==> config.mk <==
export PLATFORM = sky130hd
export DESIGN_NAME = decomp_stream_ctrl
export DESIGN_NICKNAME = d
export VERILOG_FILES = /design/src/rtl/decomp_stream_ctrl.sv
export SDC_FILE = /design/constraint.sdc
export NUM_CORES = 1
export LEC_CHECK = 0
export CAP_MARGIN = 20
export CORE_MARGIN = 2
export CORE_UTILIZATION = 51
export CTS_CLUSTER_SIZE = 30
export DETAILED_ROUTE_END_ITERATION = 10
export PLACE_DENSITY = 0.78
export SYNTH_ARGS = -nofsm -noshare
export SYNTH_HDL_FRONTEND = slang
export SYNTH_SLANG_ARGS = --single-unit
==> constraint.sdc <==
create_clock -name i_clk -period 5.3 [get_ports i_clk]
set_clock_uncertainty 0.15 [all_clocks]
set_input_delay 1.06 -clock i_clk [delete_from_list [all_inputs] [get_ports i_clk]]
set_output_delay 1.06 -clock i_clk [all_outputs]
set_load 0.03 [all_outputs]
==> src/rtl/decomp_stream_ctrl.sv <==
`default_nettype none
// ============================================================================
//  Module   : decomp_stream_ctrl
//  Brief    : Block sequencer for the decompressor core. Primes and refills
//             the core from a valid/ready source, gates the core enable under
//             backpressure, and buffers decoded (or raw bypass) lines in a
//             small output FIFO for a valid/ready sink.
//  Revision : 1.0 - initial release
// ============================================================================
module decomp_stream_ctrl #(
  parameter int DATA_W      = 128,
  parameter int CNT_W       = 8,
  parameter int FIFO_DEPTH  = 4,
  parameter int PRIME_LINES = 2
) (
  input  logic              i_clk,
  input  logic              i_reset,
  input  logic              i_start,
  input  logic              i_comp_flag,
  input  logic [CNT_W-1:0]  i_num_lines,
  output logic              o_busy,
  output logic              o_done,
  output logic              o_overflow,
  input  logic              i_src_valid,
  output logic              o_src_ready,
  input  logic [DATA_W-1:0] i_src_data,
  output logic              o_core_en,
  output logic              o_core_update,
  output logic              o_core_comp_flag,
  output logic [DATA_W-1:0] o_core_data,
  input  logic              i_core_refill,
  input  logic              i_core_line_vld,
  input  logic [DATA_W-1:0] i_core_line,
  output logic              o_dst_valid,
  input  logic              i_dst_ready,
  output logic [DATA_W-1:0] o_dst_data,
  output logic              o_dst_last
);

  localparam int c_ptr_w = $clog2(FIFO_DEPTH);
  localparam int c_cnt_w = c_ptr_w + 1;
  localparam logic [c_cnt_w-1:0] c_depth      = c_cnt_w'(FIFO_DEPTH);
  localparam logic [1:0]         c_prime_last = 2'(PRIME_LINES - 1);

  typedef enum logic [2:0] {
    S_IDLE   = 3'd0,
    S_PRIME  = 3'd1,
    S_RUN    = 3'd2,
    S_BYPASS = 3'd3,
    S_DRAIN  = 3'd4,
    S_DONE   = 3'd5
  } state_t;

  state_t             r_state;
  state_t             w_state_nxt;

  logic               r_comp;
  logic [CNT_W-1:0]   r_target;
  logic [CNT_W-1:0]   r_line_cnt;
  logic [1:0]         r_prime_cnt;
  logic               r_overflow;

  logic [DATA_W-1:0]  r_mem [FIFO_DEPTH];
  logic               r_last_mem [FIFO_DEPTH];
  logic [c_ptr_w-1:0] r_wr_ptr;
  logic [c_ptr_w-1:0] r_rd_ptr;
  logic [c_cnt_w-1:0] r_fifo_cnt;

  logic               w_start_acc;
  logic               w_push_req;
  logic               w_push_last;
  logic [DATA_W-1:0]  w_push_data;
  logic               w_push_ok;
  logic               w_pop;
  logic               w_full;
  logic               w_empty;
  logic               w_space;
  logic               w_not_full;
  logic               w_line_is_last;

  // FIFO status; one slot is held back in RUN for a line already in flight in the core
  assign w_empty        = (r_fifo_cnt == '0);
  assign w_full         = (r_fifo_cnt == c_depth);
  assign w_not_full     = (r_fifo_cnt < c_depth);
  assign w_space        = ((r_fifo_cnt + c_cnt_w'(1)) < c_depth);
  assign w_line_is_last = (({1'b0, r_line_cnt} + (CNT_W+1)'(1)) == {1'b0, r_target});
  assign w_pop          = ~w_empty & i_dst_ready;
  assign w_push_ok      = w_push_req & ~w_full;

  assign o_busy           = (r_state != S_IDLE);
  assign o_overflow       = r_overflow;
  assign o_core_comp_flag = r_comp;
  assign o_core_data      = i_src_data;
  assign o_dst_valid      = ~w_empty;
  assign o_dst_data       = w_empty ? '0 : r_mem[r_rd_ptr];
  assign o_dst_last       = ~w_empty & r_last_mem[r_rd_ptr];

  // State register
  always_ff @(posedge i_clk or negedge i_reset) begin
    if (!i_reset) r_state <= S_IDLE;
    else          r_state <= w_state_nxt;
  end

  // Next-state decode and per-state source/core/FIFO-push control
  always_comb begin
    w_state_nxt   = r_state;
    w_start_acc   = 1'b0;
    o_src_ready   = 1'b0;
    o_core_update = 1'b0;
    o_core_en     = 1'b0;
    o_done        = 1'b0;
    w_push_req    = 1'b0;
    w_push_last   = 1'b0;
    w_push_data   = i_core_line;
    case (r_state)
      S_IDLE: begin
        if (i_start) begin
          w_start_acc = 1'b1;
          w_state_nxt = i_comp_flag ? S_PRIME : S_BYPASS;
        end
      end
      S_PRIME: begin
        o_src_ready   = 1'b1;
        o_core_update = i_src_valid;
        if (i_src_valid && (r_prime_cnt == c_prime_last)) w_state_nxt = S_RUN;
      end
      S_RUN: begin
        // Hold the core while it waits on a refill the source cannot supply yet
        o_core_en     = w_space & ~(i_core_refill & ~i_src_valid);
        o_src_ready   = i_core_refill & o_core_en;
        o_core_update = i_core_refill & o_core_en;
        if (i_core_line_vld) begin
          w_push_req  = 1'b1;
          w_push_last = w_line_is_last;
          if (w_line_is_last) w_state_nxt = S_DRAIN;
        end
      end
      S_BYPASS: begin
        o_src_ready = w_not_full;
        w_push_data = i_src_data;
        if (i_src_valid && w_not_full) begin
          w_push_req  = 1'b1;
          w_push_last = w_line_is_last;
          if (w_line_is_last) w_state_nxt = S_DRAIN;
        end
      end
      S_DRAIN: begin
        if (w_empty) w_state_nxt = S_DONE;
      end
      S_DONE: begin
        o_done      = 1'b1;
        w_state_nxt = S_IDLE;
      end
      default: w_state_nxt = S_IDLE;
    endcase
  end

  // Block parameters, line/prime counters and the sticky overflow flag
  always_ff @(posedge i_clk or negedge i_reset) begin
    if (!i_reset) begin
      r_comp      <= 1'b0;
      r_target    <= '0;
      r_line_cnt  <= '0;
      r_prime_cnt <= '0;
      r_overflow  <= 1'b0;
    end else if (w_start_acc) begin
      r_comp      <= i_comp_flag;
      r_target    <= (i_num_lines == '0) ? CNT_W'(1) : i_num_lines;
      r_line_cnt  <= '0;
      r_prime_cnt <= '0;
      r_overflow  <= 1'b0;
    end else begin
      if ((r_state == S_PRIME) && i_src_valid) r_prime_cnt <= r_prime_cnt + 2'd1;
      // A dropped line still counts toward the block so the block can terminate
      if (w_push_req)          r_line_cnt <= r_line_cnt + CNT_W'(1);
      if (w_push_req && w_full) r_overflow <= 1'b1;
    end
  end

  // FIFO pointers and occupancy
  always_ff @(posedge i_clk or negedge i_reset) begin
    if (!i_reset) begin
      r_wr_ptr   <= '0;
      r_rd_ptr   <= '0;
      r_fifo_cnt <= '0;
    end else begin
      if (w_push_ok) r_wr_ptr <= r_wr_ptr + c_ptr_w'(1);
      if (w_pop)     r_rd_ptr <= r_rd_ptr + c_ptr_w'(1);
      if (w_push_ok && !w_pop)      r_fifo_cnt <= r_fifo_cnt + c_cnt_w'(1);
      else if (!w_push_ok && w_pop) r_fifo_cnt <= r_fifo_cnt - c_cnt_w'(1);
    end
  end

  // FIFO storage; contents are only observed through a valid pointer range
  always_ff @(posedge i_clk) begin
    if (w_push_ok) begin
      r_mem[r_wr_ptr]      <= w_push_data;
      r_last_mem[r_wr_ptr] <= w_push_last;
    end
  end

endmodule
`default_nettype wire

==> results.yml <==
clock_network:
  numCtsBuffers: 51
  cts_max_level: 2
  clock_sink_count: 546
  cts_tree: "done"
  root_buffer: "clkbuf_16"
  postCtsHoldBufs: 0
  clock_latency_ns: 0.58
  clkTransAtPathRegs_ns: 0.06
  cts_setup_buffers: 0
  cts-resized-gates: 0
  clk_path_buf_depth: 3
outcome:
  outcome: "finished clean"
logic_synthesis:
  ys_seq_area_frac: 0.683
  yosysMostFrequentCell: "edfxtp_1"
  synth_top_cell_by_area: "edfxtp_1"
  synth_cell_types: 51
  syn_nets: 1568
  synth-main-ff-cell: "edfxtp_1"
  synth_area_leaders: "edfxtp_1 (65%), mux4_2 (12%), mux2_2 (6.4%), buf_4 (4.3%), and2_1 (3.5%)"
  synth_edf_count: 516
  synth_compound_area_frac: 0.0138
  synthMuxAreaShare: 0.188
  avgSynthCellArea_sq_um: 18.5
  synth-warning-count: 0
  synth-simple-area-share: 0.0480
  netlist.area_leader.share: 0.652
  synth_fa_ha_area_frac: 0.00526
  synth_common_cells: "edfxtp_1 (516), buf_4 (137), mux2_2 (136), and2_1 (133), mux4_2 (129)"
  synth_seq_cells: 546
  syn_inst: 1286
  synth_top_family_by_area: "multiplexers"
  async_flop_share: 0.0549
  synth_xor_area_frac: 0.00589
  syn_area_sq_mm: 0.0238
critical_path:
  timing.rr.end: "r_mem[0][113]"
  slowest_stage: "dfrtp_4"
  reg2regPathDepth: 6
  arrival_ns: 3.32
  worstPathRequired_ns: 4.09
  crit_path_max_fanout: 33
  startpoint_type: "flip-flop"
  rr_startpoint: "r_state[0]"
  crit_type: "reg2out"
  endpoint_kind: "primary output"
  path_cells: "buf_4, mux4_2, and2_1, clkdlybuf4s50_1"
  slowest_delay_ns: 0.90
  r2r_slack_ns: 2.25
drt:
  antenna_left: 0
  via_per_inst: 5.45
  drt_wl_total_mm: 51.9
  dr.pass1.iters: 6
  vias: 12853
  drt-initial-drc-count: 919
  drc_errors: 0
  detail_route.wl_per_cell_um: 22.0
floorplanning:
  die_width_um: 220
  initial_utilization: 0.514
  io_pins: 537
  rows: 79
  dieArea_sq_mm: 0.0484
  core_area_sq_mm: 0.0463
  die_y_um: 220
timing:
  max_freq_mhz: 221
  rsz0062_at_grt: "no"
  setup_tns_ns: 0
  setup_viol: 0
  fin_crit_ns: 4.53
  final_hold_viol_count: 0
  relSlewSlack: 0.341
  slew_viol_final: 0
  fin_crit_sh: 0.854
  worst_pin_slew_ns: 0.989
layout:
  multi_input_area_sq_mm: 0.00623
  nFillCells: 3149
  area_delta_synth_final_pct: 29.3
  fin_nets: 1988
  seqCellArea_sq_mm: 0.0163
  postLayoutCellArea_sq_mm: 0.0307
  drive_gt1_frac: 0.219
global_routing:
  top_usage_layer: "met2"
  grt_overflow: 0
  met1_usage: 0.272
  grt_start_max_net_pins: 99
  antenna_found_initial: 1
  grt_util_met2: 0.368
  first_global_vias: 13240
  grt.total_usage: 0.212
  grt_pass1_wl_mm: 76.6
  met3_usage: 0.0353
hold_path:
  hold_class: "reg2reg"
  min_from: "r_fifo_cnt[0]"
  min_path_cells: 1
  hold_path_end: "r_fifo_cnt[0]"
power:
  cellPowerDensity_mw_per_mm2: 547
  ir_drop_mv: 0.412
  p_leak_uw: 0.0102
placed_design:
  io_buffer_count: 536
  place.gp.congestion: 0.821
  placed_cell_area_sq_mm: 0.0290
  hpwlAfterDp_mm: 33.8
job:
  cap_violations: 0
worst max-delay path by stage:
stage / slack (ns) / to / cells past startpoint / from
final: 0.77 / o_dst_data[76] / 4 / r_rd_ptr[0]
after global routing: 0.57 / o_dst_data[81] / 4 / r_rd_ptr[0]
after CTS: 0.62 / o_dst_data[56] / 6 / r_fifo_cnt[0]
after detailed placement: 1.24 / o_src_ready / 4 / i_src_valid
after global placement: 1.28 / o_src_ready / 4 / i_src_valid
after floorplan: 1.20 / r_last_mem[0] / 6 / i_src_valid
cell type report:
cell class / instances / area share
Sequential cell: 546 / 0.529
Timing Repair Buffer: 564 / 0.186
Clock buffer: 57 / 0.0430
Inverter: 11 / 0.00134
Multi-Input combinational cell: 532 / 0.203
Antenna cell: 3 / 0.000244
Clock inverter: 38 / 0.0128
Tap cell: 607 / 0.0247
per-stage QoR:
step	total power [uW]	setup WS, ns	utilization	instances	hold slack, ns
floorplan	10400	1.20	-	1286	0.323
finish	16800	0.772	0.664	2358	0.352
global route	17500	0.566	0.664	2356	0.386
detailed placement	13200	1.24	0.627	2259	0.343
global placement	13100	1.28	0.627	2259	0.340
CTS	17000	0.619	0.664	2354	0.355
layout by cell type, fill, tap and decap left out, types with 12 or more instances in the layout:
cell / netlist / final
mux4_2: 129 / 129
buf_4: 137 / 16
edfxtp_1: 516 / 516
nor2_1: 12 / 12
clkbuf_16: 0 / 52
o21ai_0: 17 / 16
clkdlybuf4s50_1: 0 / 536
mux2_2: 136 / 136
clkinv_1: 0 / 15
and2_1: 133 / 129
dfrtp_1: 30 / 28
buf_12: 0 / 12
metal layers:
layer	part of all wire	wire, um
met1	0.40	20700
met5	0	0
met4	0.025	1290
met3	0.057	2970
met2	0.52	27000
cell families after synthesis:
group	Yosys count
compound gates	48
xor+xnor	16
fa+ha+maj	10
buf+inv	208
flops	546
mux	268
simple gates	190
worst max-delay path: cells and delay by family, from the launching register on:
family	cells	cell delay [ns]
buf+inv	2	1.09
simple gates	1	0.17
flops	1	0.90
mux	1	0.56
power breakdown:
part / switching (uW) / internal, uW / leakage, uW
Sequential: 352 / 5530 / 0.00504
Combinational: 3910 / 3310 / 0.00430
Clock: 1520 / 2180 / 0.000846
state kept, by name, summed over array words and instances (netlist names):
| signal | flops |
|---|---|
| r_mem | 512 |
| r_line_cnt | 8 |
| r_target | 8 |
| r_last_mem | 4 |
| r_fifo_cnt | 3 |
| r_state | 3 |
| r_prime_cnt | 2 |
| r_rd_ptr | 2 |
| r_wr_ptr | 2 |
| o_core_comp_flag | 1 |
| o_overflow | 1 |
(Power assumes the default switching activity.)
